$ cat src/rtl/instr_fetch.sv
// Instruction fetch stage: owns the PC, requests words from instruction memory,
// and buffers PC-tagged responses in a small FIFO toward decode.
module instr_fetch #(
  parameter logic [31:0] RESET_PC   = 32'h0000_0000,
  parameter int unsigned FIFO_DEPTH = 4
) (
  input  logic        clk,
  input  logic        rst_n,
  output logic        imem_req_valid,
  input  logic        imem_req_ready,
  output logic [31:0] imem_addr,
  input  logic        imem_rsp_valid,
  input  logic [31:0] imem_rsp_data,
  input  logic        redirect_valid,
  input  logic [31:0] redirect_pc,
  output logic        instr_valid,
  input  logic        instr_ready,
  output logic [31:0] instr,
  output logic [31:0] instr_pc
);

  localparam logic STATE_BOOT = 1'b0;
  localparam logic STATE_RUN  = 1'b1;

  logic        state;
  logic [31:0] pc;
  logic [31:0] rsp_pc;
  logic [3:0]  out_cnt;
  logic [3:0]  drop_cnt;
  logic [3:0]  count;
  logic [2:0]  wr_ptr;
  logic [2:0]  rd_ptr;
  logic [31:0] data_mem [8];
  logic [31:0] pc_mem   [8];

  logic [4:0]  credit;
  logic        req_fire;
  logic        push;
  logic        pop;
  logic [31:0] redirect_word_pc;

  function automatic logic [2:0] next_ptr(input logic [2:0] p);
    return (p == 3'(FIFO_DEPTH - 1)) ? 3'd0 : p + 3'd1;
  endfunction

  // Outstanding requests, pending drops and buffered words all share one budget,
  // so every accepted response is guaranteed a FIFO slot.
  assign credit           = 5'(out_cnt) + 5'(drop_cnt) + 5'(count);
  assign imem_req_valid   = (state == STATE_RUN) && !redirect_valid && (credit < 5'(FIFO_DEPTH));
  assign imem_addr        = pc;
  assign req_fire         = imem_req_valid && imem_req_ready;
  assign push             = imem_rsp_valid && (drop_cnt == 4'd0) && !redirect_valid;
  assign instr_valid      = (count != 4'd0) && !redirect_valid;
  assign pop              = instr_valid && instr_ready;
  assign instr            = data_mem[rd_ptr];
  assign instr_pc         = pc_mem[rd_ptr];
  assign redirect_word_pc = {redirect_pc[31:2], 2'b00};

  always_ff @(posedge clk or negedge rst_n) begin
    if (!rst_n) begin
      state <= STATE_BOOT;
    end else begin
      state <= STATE_RUN;
    end
  end

  always_ff @(posedge clk or negedge rst_n) begin
    if (!rst_n) begin
      pc       <= RESET_PC;
      rsp_pc   <= RESET_PC;
      out_cnt  <= '0;
      drop_cnt <= '0;
      count    <= '0;
      wr_ptr   <= '0;
      rd_ptr   <= '0;
      for (int unsigned i = 0; i < 8; i++) begin
        data_mem[i] <= '0;
        pc_mem[i]   <= '0;
      end
    end else if (redirect_valid) begin
      // Everything still in flight becomes stale; a response landing this
      // cycle is already discarded, so it is not counted again.
      pc       <= redirect_word_pc;
      rsp_pc   <= redirect_word_pc;
      drop_cnt <= out_cnt + drop_cnt - (imem_rsp_valid ? 4'd1 : 4'd0);
      out_cnt  <= '0;
      count    <= '0;
      wr_ptr   <= '0;
      rd_ptr   <= '0;
    end else begin
      if (req_fire) begin
        pc <= pc + 32'd4;
      end
      if (imem_rsp_valid && (drop_cnt != 4'd0)) begin
        drop_cnt <= drop_cnt - 4'd1;
      end
      if (push) begin
        data_mem[wr_ptr] <= imem_rsp_data;
        pc_mem[wr_ptr]   <= rsp_pc;
        rsp_pc           <= rsp_pc + 32'd4;
        wr_ptr           <= next_ptr(wr_ptr);
      end
      if (pop) begin
        rd_ptr <= next_ptr(rd_ptr);
      end
      out_cnt <= out_cnt + {3'b000, req_fire} - {3'b000, push};
      count   <= count + {3'b000, push} - {3'b000, pop};
    end
  end

endmodule

$ cat config.mk
export PLATFORM = sky130hd
export DESIGN_NAME = instr_fetch
export DESIGN_NICKNAME = d
export VERILOG_FILES = /design/src/rtl/instr_fetch.sv
export SDC_FILE = /design/constraint.sdc
export NUM_CORES = 1
export LEC_CHECK = 0
export CAP_MARGIN = 10
export CORE_MARGIN = 2
export CORE_UTILIZATION = 45
export DETAILED_ROUTE_END_ITERATION = 16
export PLACE_DENSITY = 0.71
export SYNTH_ARGS = -nofsm -noshare
export SYNTH_HDL_FRONTEND = slang
export SYNTH_SLANG_ARGS = --single-unit
export TNS_END_PERCENT = 5
$ cat constraint.sdc
create_clock -name clk -period 6.51 [get_ports clk]
set_input_delay 1.6275 -clock clk [delete_from_list [all_inputs] [get_ports clk]]
set_output_delay 1.6275 -clock clk [all_outputs]
set_load 0.01 [all_outputs]
==> impl_metrics.toml <==
[drt]
via_per_inst = 5.70
vias = 16600
drt_wl_total_mm = 61.8
drt-initial-drc-count = 1048
drc_errors = 0
ant_nets = 0
wl_per_cell_um = 21.2
first_pass_iters = 5

[global_route]
grt-busiest-layer = "met2"
met2_usage_pct = 33.2
met3_usage_pct = 3.70
grt_first_pass_wirelength_mm = 99.3
grt_usage_pct = 20.1
grt_pass1_vias = 17800
use_met1_pct = 27.8
overflow = 0
grt_max_degree = 172
antenna_found_initial = 1

[clock_network]
ctsLongestPathBuffers = 3
clk_latency_ns = 0.61
htreeDepth = 2
post_cts_buffers = 0
clkSinkCount = 575
ctsHoldBuffers = 0
cts_tree = "yes"
cts_made_buffers = 58
post_cts_resized = 0
root_buffer = "clkbuf_16"
clk_pin_slew_ns = 0.06

[timing]
fin_tns_setup_ns = 0
fin_worst_skew_ns = 0.0140
tightestPinTransition_ns = 1.08
hold_viol = 0
max_freq_mhz = 198
period_share_pct = 77.5
slew_violations = 0
setup_viol = 0
rsz0062_at_grt = "no"
period_minus_slack_ns = 5.05
slew_headroom_pct = 27.6

[worst_setup_path]
cp.required_ns = 4.88
r2r_cells = 12
cp.arrival_ns = 3.42
critPathLaunchType = "flop"
endpoint_kind = "primary output"
crit_fanout = 41
path_class = "reg2out"

[synth]
ys_seq_elements = 575
netlist_area_sq_um = 27100
yosys_warnings = 0
synth_edf_count = 0
syn_inst = 1985
async_flop_share_pct = 100
yosysUniqueCellTypes = 56
yosysSeqAreaShare_pct = 53.2
synth_flop_cell = "dfrtp_1"
avgSynthCellArea_sq_um = 13.6

[flow_run]
drv_cap = 0

[power]
finalPower_mw = 10.3
pwr-share-seq_pct = 41.6
pwr_density_cell_nw_per_um2 = 328
switching_power_mw = 2.95
intPower_mw = 7.33
netSwitchingFraction_pct = 28.7
clockPowerShare_pct = 32.7
power_frac_comb_pct = 25.6
irDropWorstVdd_mv = 0.213
p_leak_nw = 14.8

[finish]
final_cell_area_sq_um = 31300
nFillCells = 4896
finalNetCount = 2190
final_common_cell = "dfrtp_1"
most-common-layout-cells = "dfrtp_1, mux2_2, nand2_1"
drive_above_1_share_pct = 35.8
area_delta_synth_final_pct = 15.8

[floorplanning]
die_h_um = 249
start_util_pct = 45.7
die_area_sq_um = 62100
rows = 89
ios = 168
die_w_um = 249
core_area_sq_um = 59200

[outcome]
status = "finished clean"

[worst_hold_path]
whs_path_depth = 1
min_path_type = "reg2reg"

[placed_design]
port_buffers = 161
routabilityCongestion = 0.843
place_hpwl_mm = 36.8
dpl_cell_area_sq_um = 29400
cells in the mapped netlist (2+ instances only):
cell type  instances  area share [%]
a211oi_1           2           0.055
a21o_1            11            0.31
a21oi_1           11            0.20
a221o_1            4            0.15
a31oi_1            6            0.14
and2_1             4           0.092
and3_1             8            0.18
and4_1             5            0.16
buf_1             10            0.14
buf_2             19            0.35
buf_4             13            0.36
clkbuf_1         107             1.5
conb_1             2           0.028
dfrtp_1          575              53
fa_1               7            0.52
ha_1              25             1.2
inv_1             36            0.50
mux2_1             3            0.12
mux2_2           496              21
mux2i_1           14            0.52
mux4_2           124              10
nand2_1          253             3.5
nand3_1           29            0.54
nand4_1           24            0.55
nor2_1            24            0.33
nor2b_1            8            0.18
nor3_1            17            0.31
nor3b_1            3           0.083
nor4_1             5            0.12
o211ai_1           3           0.083
o21ai_0           45            0.83
o311ai_0           5            0.16
o31a_1             4            0.13
o31ai_1            5            0.14
o41ai_1            5            0.16
or2_2              2           0.046
or3_1              9            0.21
or4_1              6            0.17
xnor2_1           13            0.42
xor2_1            27            0.87
logic make-up after synthesis:
kind of cell / after synthesis / synth area share [%]
xor+xnor: 40 / 1.29
flops: 575 / 53.2
other cells: 2 / 0.0278
mux: 637 / 31.6
fa+ha+maj: 32 / 1.67
simple gates: 407 / 6.86
buf+inv: 189 / 2.93
compound gates: 103 / 2.44
worst max-delay path: stages (launching register included):
cell	delay (ns)
dfrtp_4	0.95
buf_4	0.53
mux4_2	0.57
nand2_1	0.09
nand2_1	0.11
clkdlybuf4s50_1	0.49
registers in the layout, indices dropped and copies added (netlist names):
register / count
out_cnt: 4
data_mem: 256
rsp_pc: 30
drop_cnt: 4
state: 1
wr_ptr: 3
count: 4
pc_mem: 240
imem_addr: 30
rd_ptr: 3
layout make-up:
| type | instances | area (sq um) | share of cell area (%) |
|---|---|---|---|
| timing repair buffer | 190 | 1920 | 6.12 |
| clock inverter | 19 | 175 | 0.559 |
| tap | 773 | 967 | 3.09 |
| inverter | 39 | 149 | 0.475 |
| multi-input combinational | 1224 | 12000 | 38.2 |
| clock buffer | 86 | 1750 | 5.59 |
| antenna | 1 | 2.50 | 0.00799 |
| sequential | 575 | 14400 | 45.9 |
per-layer routing:
layer / routed length [um] / share of wire (%)
met1: 27500 / 44
met2: 30200 / 49
met3: 3110 / 5.0
met4: 939 / 1.5
met5: 0 / 0
worst paths after layout:
kind                                              start  slack [ns]                   endpoint
worst max-delay path              rd_ptr[0]$_DFFE_PN0P_        1.46                  instr[26]
min in group asynchronous                         rst_n        1.01  data_mem[215]$_DFFE_PN0P_
max in group asynchronous                         rst_n        4.09    pc_mem[189]$_DFFE_PN0P_
worst min register to register    pc_mem[9]$_DFFE_PN0P_        0.49      pc_mem[9]$_DFFE_PN0P_
worst max register to register  drop_cnt[2]$_DFFE_PN0P_        2.61       out_cnt[1]$_DFF_PN0_
worst min-delay path              pc_mem[9]$_DFFE_PN0P_        0.49      pc_mem[9]$_DFFE_PN0P_
through the flow:
| step | setup WS, ns | util [%] | cells | hold slack, ns |
|---|---|---|---|---|
| 3_3_place_gp | 2.00 | 49.6 | 2801 | 0.463 |
| 4_1_cts | 1.32 | 52.9 | 2906 | 0.487 |
| 2_1_floorplan | 2.58 | - | 1988 | 0.453 |
| 5_1_grt | 1.24 | 52.9 | 2907 | 0.507 |
| 3_5_place_dp | 1.99 | 49.6 | 2801 | 0.474 |
| 6_report | 1.46 | 52.9 | 2907 | 0.491 |
power groups by stage:
stage | logic [mW] | clock network, mW | registers, mW
after floorplan | 1.75 | 0 | 4.13
after global placement | 2.63 | 0 | 4.31
after detailed placement | 2.69 | 0 | 4.34
after CTS | 2.70 | 3.44 | 4.28
after global routing | 2.90 | 3.59 | 4.34
final | 2.64 | 3.37 | 4.28
Power figures use the tool's default switching activity.
